==> config.mk <==
export PLATFORM = sky130hd
export DESIGN_NAME = locked_reg_access_ctrl
export DESIGN_NICKNAME = d
export VERILOG_FILES = /design/src/rtl/locked_reg_access_ctrl.sv
export SDC_FILE = /design/constraint.sdc
export NUM_CORES = 1
export LEC_CHECK = 0
export CORE_MARGIN = 2
export CORE_UTILIZATION = 56
export CTS_BUF_LIST = sky130_fd_sc_hd__clkbuf_16
export CTS_CLUSTER_DIAMETER = 40
export DETAILED_ROUTE_END_ITERATION = 7
export DONT_BUFFER_PORTS = 1
export GPL_TIMING_DRIVEN = 0
export PLACE_DENSITY_LB_ADDON = 0.2
export SYNTH_ARGS = -nofsm -noshare
export SYNTH_HDL_FRONTEND = slang
export SYNTH_SLANG_ARGS = --single-unit
==> constraint.sdc <==
create_clock -name Clk -period 2.1 [get_ports Clk]
set_input_delay 0.315 -clock Clk [delete_from_list [all_inputs] [get_ports Clk]]
set_output_delay 0.315 -clock Clk [all_outputs]
set_load 0.03 [all_outputs]
==> src/rtl/locked_reg_access_ctrl.sv <==
// Serialises privileged accesses to a downstream lockable register and answers each one with a status response.
// Grant decisions are made at acceptance so the strobes come straight from flops during ISSUE.
module locked_reg_access_ctrl #(
    parameter int DW          = 16,
    parameter int RSP_TIMEOUT = 255
) (
    input  logic          Clk,
    input  logic          reset,
    input  logic          req_valid,
    output logic          req_ready,
    input  logic [1:0]    req_op,
    input  logic [DW-1:0] req_data,
    input  logic          req_trusted,
    input  logic          debug_en,
    output logic [DW-1:0] Data_in,
    output logic          write,
    output logic          Lock,
    output logic          debug_mode,
    output logic          trusted,
    output logic          rsp_valid,
    input  logic          rsp_ready,
    output logic [1:0]    rsp_status,
    output logic [DW-1:0] rsp_data,
    output logic          lock_shadow,
    output logic          timeout_err
);

    typedef enum logic [1:0] {IDLE, ISSUE, RESP} state_t;

    localparam logic [1:0] OP_WRITE = 2'b00;
    localparam logic [1:0] OP_LOCK  = 2'b01;
    localparam logic [1:0] OP_DBG   = 2'b10;
    localparam logic [1:0] OP_READ  = 2'b11;

    localparam logic [1:0] ST_OK     = 2'b00;
    localparam logic [1:0] ST_LOCKED = 2'b01;
    localparam logic [1:0] ST_DENIED = 2'b10;

    localparam logic [7:0] TO_LAST = 8'(RSP_TIMEOUT - 1);

    state_t        state;
    logic [DW-1:0] data_shadow;
    logic [7:0]    rsp_cnt;

    always_ff @(posedge Clk) begin
        if (reset) begin
            state       <= IDLE;
            req_ready   <= 1'b1;
            Data_in     <= '0;
            write       <= 1'b0;
            Lock        <= 1'b0;
            debug_mode  <= 1'b0;
            trusted     <= 1'b0;
            rsp_valid   <= 1'b0;
            rsp_status  <= ST_OK;
            rsp_data    <= '0;
            lock_shadow <= 1'b0;
            timeout_err <= 1'b0;
            data_shadow <= '0;
            rsp_cnt     <= '0;
        end else begin
            // strobes and their qualifiers live for a single cycle
            write      <= 1'b0;
            Lock       <= 1'b0;
            debug_mode <= 1'b0;
            trusted    <= 1'b0;
            Data_in    <= '0;

            case (state)
                IDLE: begin
                    if (req_valid && req_ready) begin
                        state      <= ISSUE;
                        req_ready  <= 1'b0;
                        rsp_data   <= '0;
                        rsp_status <= ST_OK;
                        case (req_op)
                            OP_WRITE: begin
                                if (lock_shadow) begin
                                    rsp_status <= ST_LOCKED;
                                end else begin
                                    write       <= 1'b1;
                                    Data_in     <= req_data;
                                    trusted     <= req_trusted;
                                    data_shadow <= req_data;
                                end
                            end
                            OP_LOCK: begin
                                if (req_trusted) begin
                                    Lock        <= 1'b1;
                                    lock_shadow <= 1'b1;
                                end else begin
                                    rsp_status <= ST_DENIED;
                                end
                            end
                            OP_DBG: begin
                                if (lock_shadow) begin
                                    rsp_status <= ST_LOCKED;
                                end else if (req_trusted && debug_en) begin
                                    write       <= 1'b1;
                                    debug_mode  <= 1'b1;
                                    trusted     <= 1'b1;
                                    Data_in     <= req_data;
                                    data_shadow <= req_data;
                                end else begin
                                    rsp_status <= ST_DENIED;
                                end
                            end
                            OP_READ: rsp_data <= data_shadow;
                        endcase
                    end
                end

                ISSUE: begin
                    state     <= RESP;
                    rsp_valid <= 1'b1;
                    rsp_cnt   <= '0;
                end

                RESP: begin
                    // a handshake on the last allowed cycle still wins over the timeout
                    if (rsp_ready || rsp_cnt == TO_LAST) begin
                        state      <= IDLE;
                        req_ready  <= 1'b1;
                        rsp_valid  <= 1'b0;
                        rsp_status <= ST_OK;
                        rsp_data   <= '0;
                        if (!rsp_ready)
                            timeout_err <= 1'b1;
                    end else begin
                        rsp_cnt <= rsp_cnt + 8'd1;
                    end
                end

                default: begin
                    state     <= IDLE;
                    req_ready <= 1'b1;
                end
            endcase
        end
    end

endmodule

; ---- Yosys cells after proc, flatten, opt, wreduce, memory -nomap -nowiden
; Cells that the tools add are included.
[totals]
regBits = 68
in_bits = 24
output_inout_bits = 42
wordCells = 88
[op_classes]
addsub = 1
eq_ne = 12
muxes = 36
n_bitwise = 6
reduce_logical = 19
[ops]
columns = op, count
row1 = $mux 16, 9
row2 = $pmux 16 s2, 3
row3 = $pmux 8 s2, 1
row4 = $mux 2, 6
row5 = $ne 2x2->1 const B, 6
row6 = $pmux 2 s3, 2
row7 = $mux 1, 9
row8 = $reduce_and 3->1, 3
row9 = $add 8x1->8 const B, 1
row10 = $eq 8x8->1 const B, 1
row11 = $mux 8, 1
row12 = $reduce_or 4->1, 2
row13 = $eq 2x2->1 const B, 3
row14 = $not 1->1, 6
row15 = $pmux 1 s2, 3
row16 = $reduce_and 2->1, 3
row17 = $reduce_and 6->1, 1
row18 = $reduce_bool 2->1, 3
row19 = $eq 2x1->1 const B, 2
row20 = $logic_not 2->1, 2
row21 = $pmux 2 s2, 1
row22 = $reduce_and 4->1, 1
row23 = $pmux 1 s3, 1
row24 = $reduce_or 3->1, 1
row25 = other kinds (2), 3

; ---- Depth between registers and ports, before layout
; Gate-level depths: netlist of run 1.
[depth]
word_depth = 6
ltp_mapped = 7
ltp_nobuf = 6

; ---- Worst setup path after synthesis of run 1
; OpenSTA, ideal clock, no wires.
[synth_timing]
path_kind = reg-to-reg
start = register rsp_cnt[0]
end = register rsp_data[2]
setup_time_ns = 0.070
t_arrival_ns = 1.560
required_time_ns = 2.030
setup_slack_ns = 0.469
stages_incl_launch_ff = 8
n_path_buf = 1
period_less_slack_ns = 1.631
path_cell_list = dfxtp_1 inv_1 ha_1 and3_1 a211oi_4 buf_6 o21ai_1 a21oi_1
[synth_between]
elab_chain_cells = 4
[synth_lines]
columns = element, line
row1 = "start, declared", 43  ; logic [7:0] rsp_cnt;
row2 = "start signal, assigned", 130  ; rsp_cnt <= rsp_cnt + 8'd1;
row3 = $eq 8x8->1, 121  ; if (rsp_ready || rsp_cnt == TO_LAST) begin
row4 = $logic_or 1x1->1, 121
row5 = $ne 2x2->1 (no source line), --
row6 = $reduce_and 3->1 (no source line), --
row7 = "end signal, assigned", 108  ; OP_READ: rsp_data <= data_shadow;
row8 = "end, declared", 23  ; output logic [DW-1:0] rsp_data,
; No other way between the ends.
; A chain may end at the register's enable or synchronous reset.

; ---- Worst setup path after layout of run 1
[layout_timing]
start = register rsp_cnt[0]
end = register rsp_data[8]
; Same word-level chain as after synthesis.

==> impl_metrics.csv, run 1 <==
group,metric,value,unit
run_status,status,"finished clean",
critical_path,crit_fanout,10,
route,vias,1817,
sta,finalHoldViolCount,0,
placement,post-place-ws,0.200,ns
clocking,cts-resized-gates,0,
clocking,cts_hold_buf,0,
finish,stdcell_area,2790,um2
synth,syn_nets,266,
sta,post-route-min-period,1.93,ns
synth,synth_edf_count,0,
die,die_w,69.9,um
die,pin_count,66,
finish,antennaDiodeCount,0,
grt,grt_pass1_wl,8160,um
critical_path,reg2reg_depth,7,
clocking,cts_buffers,9,
placement,place.gp.congestion,0.823,
die,dieArea,4880,um2
route,drtIter0Drc,81,
sta,setup_tns,0,ns
finish,final_nets,277,
critical_path,worstReg2RegStart,"rsp_cnt[0]",
grt,grt_max_degree,13,
grt,antenna_found_initial,0,
die,core_area,4090,um2
sta,worst_slew_pin_slew,0.513,ns
sta,fin_ws,0.172,ns
flow_run,cap_violations,0,
critical_path,crit_required,2.35,ns
synth,avgSynthCellArea,10.1,um2
route,avgRoutedWirePerCell,16.3,um
clocking,cts.clk_slew.worst_paths,0.05,ns
placement,dp_cells,290,
critical_path,start_kind,"flop",
die,fp-row-count,23,
sta,timing.slew.headroom,65.8,%
sta,final_max_slew_viol_count,0,
sta,rsz0062_at_grt,"no",
sta,period_share,91.8,%
finish,stdcell_count,306,
finish,mostFrequentLayoutCell,"dfxtp_1",
synth,ys_seq_area_share,56.0,%
pwr,ir_worst_vdd,0.558,mV
route,ant_nets,0,
clocking,cts_max_path_buffers,2,
finish,final_cell_mix,"dfxtp_1 (68), a21oi_1 (22), nand2_1 (21)",
worst_hold_path,whs_path_depth,1,
synth,ys_warn_count,0,
critical_path,cp.arrival,2.17,ns
synth,syn-cell-area,2430,um2
sta,max_freq,519,MHz
pwr,p_per_area,1060,nW/um2
worst_hold_path,hold_class,"input pin to flop",
synth,synthCells,240,
pwr,power,2.95,mW
clocking,htreeDepth,3,
clocking,clk_latency,0.32,ns
die,die_h,69.9,um
sta,skew,0.00491,ns
clocking,cts_setup_buffers,0,
clocking,ctsRootBufferMaster,"clkbuf_16",
pwr,p_leak,1.06,nW
critical_path,r2r-end,"rsp_data[8]",
synth,synthArstFlopShare,0,%
finish,synthToLayoutAreaGrowth,14.6,%
clocking,cts_tree,"yes",
route,drt-pass1-iter-count,4,
route,drc,0,
grt,overflow,0,
sta,setup-violations-final,0,
placement,io_buffers,0,
clocking,clock_sinks,68,
worst_hold_path,hp-start,"reset",
critical_path,r2r_setup_slack,0.17,ns
critical_path,endpoint_kind,"flop",
synth,synth_flop_cell,"dfxtp_1",
synth,synth_cell_types,45,
finish,drive_above_1_share,12.5,%
synth,synth-seq-cells,68,
critical_path,crit_type,"flop to flop",
route,drt_wl_total,4980,um
placement,place_hpwl,3390,um
route,viasPerCell,5.94,
worst_hold_path,min_to,"state[0]",
grt,first_global_vias,1622,
grt,gr-usage-all-layers,21.8,%
die,initial_core_util,59.5,%
placement,placed_cell_area,2490,um2
[cells in the mapped netlist (3+ instances only)]
library cell  number  area, um2
nor2_1             7       26.3
nand3_1            6       30.0
nor3_1             3       15.0
a22o_1            16        140
o211ai_1           3       22.5
a21oi_1           22        110
o21ai_0            8       40.0
and3_1             5       31.3
and2_1            16        100
inv_1              3       11.3
buf_2              5       25.0
buf_4              3       22.5
o21ai_1           11       55.1
nand2_1           21       78.8
and4_1             4       35.0
dfxtp_1           68       1360
[state kept, by name, summed over array words and instances, names as in the netlist, 2 cells and up]
signal and count:
Data_in 16, state 2, rsp_data 16, rsp_cnt 8, data_shadow 16, rsp_status 2
[power by group]
part	leakage (nW)	switching (mW)	internal (mW)
registers	0.550	0.0500	1.32
clock network	0.140	0.534	0.911
logic	0.372	0.0823	0.0506
total	1.06	0.666	2.28
[worst max-delay path, stage by stage (launching register included)]
cell,delay [ns]
dfxtp_1,0.44
inv_1,0.07
ha_1,0.21
and3_1,0.25
a211oi_4,0.44
buf_6,0.20
o21ai_1,0.07
a21oi_1,0.17
[per-layer routing]
metal | vias to the layer above | global-route usage (%) | wire length [um]
li1 | 892 | - | -
met1 | 836 | 29.3 | 2270
met2 | 82 | 30.4 | 2140
met4 | 0 | 9.62 | 82
met3 | 7 | 9.38 | 485
met5 | - | 0 | 0
[worst max path at each step]
stage                     from           to  slack (ns)  cells past startpoint
floorplan           rsp_cnt[0]  rsp_data[2]        0.47                      7
global route        rsp_cnt[0]  rsp_data[0]       0.002                      7
detailed placement  rsp_cnt[0]  rsp_data[8]        0.20                      7
global placement    rsp_cnt[0]  rsp_data[1]        0.23                      7
finish              rsp_cnt[0]  rsp_data[8]        0.17                      7
CTS                 rsp_cnt[0]  rsp_data[8]        0.18                      7
[per-stage QoR]
| stage | utilization [%] | hold slack [ns] |
|---|---|---|
| floorplan | - | 0.394 |
| global placement | 61.0 | 0.406 |
| detailed placement | 61.0 | 0.409 |
| CTS | 68.2 | 0.0703 |
| global route | 68.2 | 0.0670 |
| finish | 68.2 | 0.0753 |
[layout make-up]
| class | count | area, um2 |
|---|---|---|
| fill | 318 | 1300 |
| buffer | 13 | 75.1 |
| clock buffer | 9 | 225 |
| sequential | 68 | 1360 |
| clock inverter | 7 | 67.6 |
| tap | 50 | 62.6 |
| multi-input combinational | 156 | 982 |
| inverter | 3 | 11.3 |
[kinds of logic (layout without fill, tap and decap cells)]
group | count (synthesis) | in the layout | synth area share [%]
AOI/OAI and AO/OA | 72 | 72 | 19.8
and+or+nand+nor | 80 | 80 | 18.8
xor gates and xnor gates | 1 | 1 | 0.361
buffers and inverters | 16 | 32 | 3.55
adders and majority gates | 2 | 2 | 1.03
muxes | 1 | 1 | 0.412
DFF | 68 | 68 | 56.0
(Power assumes the default switching activity.)
==> run 2, diff against run 1 <==
- MAX_ROUTING_LAYER: not set -> met4
- clock period: 2.1 -> 2.2 ns (I/O delays scaled with it)
==> run 2 against run 1 <==
Via count increased by 0.33%. Sequential power shrank 4%. Largest power group unchanged. Global-route usage grew 0.68 points. Critical path type unchanged.
==> impl_metrics.csv, run 2 (synthesized netlist as in run 1, its figures left out) <==
group,metric,value,unit
finish,reg_top3,"Data_in: 16 flops, data_shadow: 16 flops, rsp_data: 16 flops",
worst_hold_path,hold_class,"input pin to flop",
grt,grt_max_degree,13,
sta,final_max_slew_viol_count,0,
critical_path,worstReg2RegStart,"rsp_cnt[0]",
route,vias,1823,
placement,place.gp.congestion,0.836,
pwr,p_leak,1.06,nW
clocking,clk_latency,0.32,ns
worst_hold_path,min_to,"state[0]",
die,core_area,4090,um2
grt,first_global_vias,1619,
sta,post-route-min-period,1.92,ns
clocking,cts_hold_buf,0,
critical_path,crit_type,"flop to flop",
placement,io_buffers,0,
die,pin_count,66,
sta,period_share,87.3,%
critical_path,crit_required,2.45,ns
critical_path,cp_cell_sequence,"inv_1 -> ha_1 -> and3_1 -> a211oi_4 -> buf_6 -> o21ai_1 -> a21oi_1",
clocking,cts-resized-gates,0,
die,die_h,69.9,um
sta,timing.slew.headroom,65.1,%
sta,finalHoldViolCount,0,
finish,final_cell_mix,"dfxtp_1 (68), a21oi_1 (22), nand2_1 (21)",
worst_hold_path,hp-start,"reset",
placement,place_hpwl,3390,um
critical_path,r2r-end,"rsp_data[8]",
clocking,cts_max_path_buffers,2,
critical_path,crit_path_top_delay_cell,"dfxtp_1",
route,viasPerCell,5.96,
critical_path,crit_fanout,10,
finish,antennaDiodeCount,0,
finish,fillers,318,
clocking,cts.clk_slew.worst_paths,0.05,ns
clocking,ctsRootBufferMaster,"clkbuf_16",
finish,final_nets,277,
critical_path,cp.arrival,2.17,ns
clocking,cts_tree,"yes",
route,ant_nets,0,
sta,max_freq,520,MHz
clocking,clock_sinks,68,
route,drt-pass1-iter-count,4,
grt,antenna_found_initial,0,
critical_path,start_kind,"flop",
finish,mostFrequentLayoutCell,"dfxtp_1",
route,avgRoutedWirePerCell,16.3,um
pwr,p_per_area,1010,nW/um2
critical_path,r2r_setup_slack,0.28,ns
clocking,cts_buffers,9,
flow_run,cap_violations,0,
grt,grt_pass1_wl,8170,um
critical_path,endpoint_kind,"flop",
sta,worst_slew_pin_slew,0.523,ns
route,drt_wl_total,4990,um
sta,setup-violations-final,0,
run_status,status,"finished clean",
critical_path,reg2reg_depth,7,
critical_path,slowest_delay,0.44,ns
die,dieArea,4880,um2
route,drtIter0Drc,77,
finish,synthToLayoutAreaGrowth,14.6,%
sta,hold_ws,0.0913,ns
pwr,ir_worst_vdd,0.533,mV
clocking,htreeDepth,3,
die,fp-row-count,23,
sta,setup_tns,0,ns
critical_path,critical_path.top_delay_family,"compound AO/OA/AOI/OAI gates",
route,drc,0,
critical_path,cp_num_buf_inv,2,
clocking,cts_setup_buffers,0,
pwr,power,2.82,mW
finish,drive_above_1_share,12.5,%
sta,skew,0.00391,ns
sta,rsz0062_at_grt,"no",
die,initial_core_util,59.5,%
die,die_w,69.9,um
worst_hold_path,whs_path_depth,1,
grt,gr-usage-all-layers,22.5,%
grt,overflow,0,
==> run 2: final cells by class <==
type | count | area (um2) | area share, %
flip-flops and latches | 68 | 1360 | 48.9
multi-input cells | 156 | 982 | 35.3
clock buffers | 9 | 225 | 8.09
plain buffers | 13 | 75.1 | 2.70
clock inverters | 7 | 67.6 | 2.43
well taps | 50 | 62.6 | 2.25
inverters | 3 | 11.3 | 0.404
==> run 2: worst reg2reg max path: stages, from the launching register on <==
cell	delay, ns
dfxtp_1	0.44
inv_1	0.07
ha_1	0.21
and3_1	0.26
a211oi_4	0.44
buf_6	0.20
o21ai_1	0.07
a21oi_1	0.17
==> run 2: per-layer routing <==
metal | vias up | part of all wire (%) | track usage [%] | routed length [um]
met5 | - | 0 | - | 0
met4 | 0 | 1.6 | 9.62 | 79
met3 | 8 | 8.4 | 9.38 | 420
met2 | 77 | 43 | 30.4 | 2140
met1 | 846 | 47 | 29.5 | 2340
li1 | 892 | - | - | -
==> run 2: worst max path at each step <==
stage,from,to,slack (ns),depth (start not counted)
global placement,rsp_cnt[0],rsp_data[1],0.33,7
floorplan,rsp_cnt[0],rsp_data[2],0.57,7
CTS,rsp_cnt[0],rsp_data[8],0.28,7
finish,rsp_cnt[0],rsp_data[8],0.28,7
detailed placement,rsp_cnt[0],rsp_data[8],0.30,7
global route,rsp_cnt[0],rsp_data[0],0.10,7
==> run 2: where the power goes <==
part / switching, mW / internal, mW / total (mW)
registers: 0.0478 / 1.26 / 1.31
logic: 0.0787 / 0.0483 / 0.127
clock network: 0.511 / 0.869 / 1.38
==> run 2: through the flow <==
| stage | std cells | setup slack (ns) | instance area (um2) | util, % |
|---|---|---|---|---|
| global placement | 290 | 0.333 | 2490 | 61.0 |
| CTS | 306 | 0.281 | 2790 | 68.2 |
| detailed placement | 290 | 0.300 | 2490 | 61.0 |
| finish | 306 | 0.279 | 2790 | 68.2 |
| global route | 306 | 0.102 | 2790 | 68.2 |
| floorplan | 240 | 0.569 | 2430 | - |
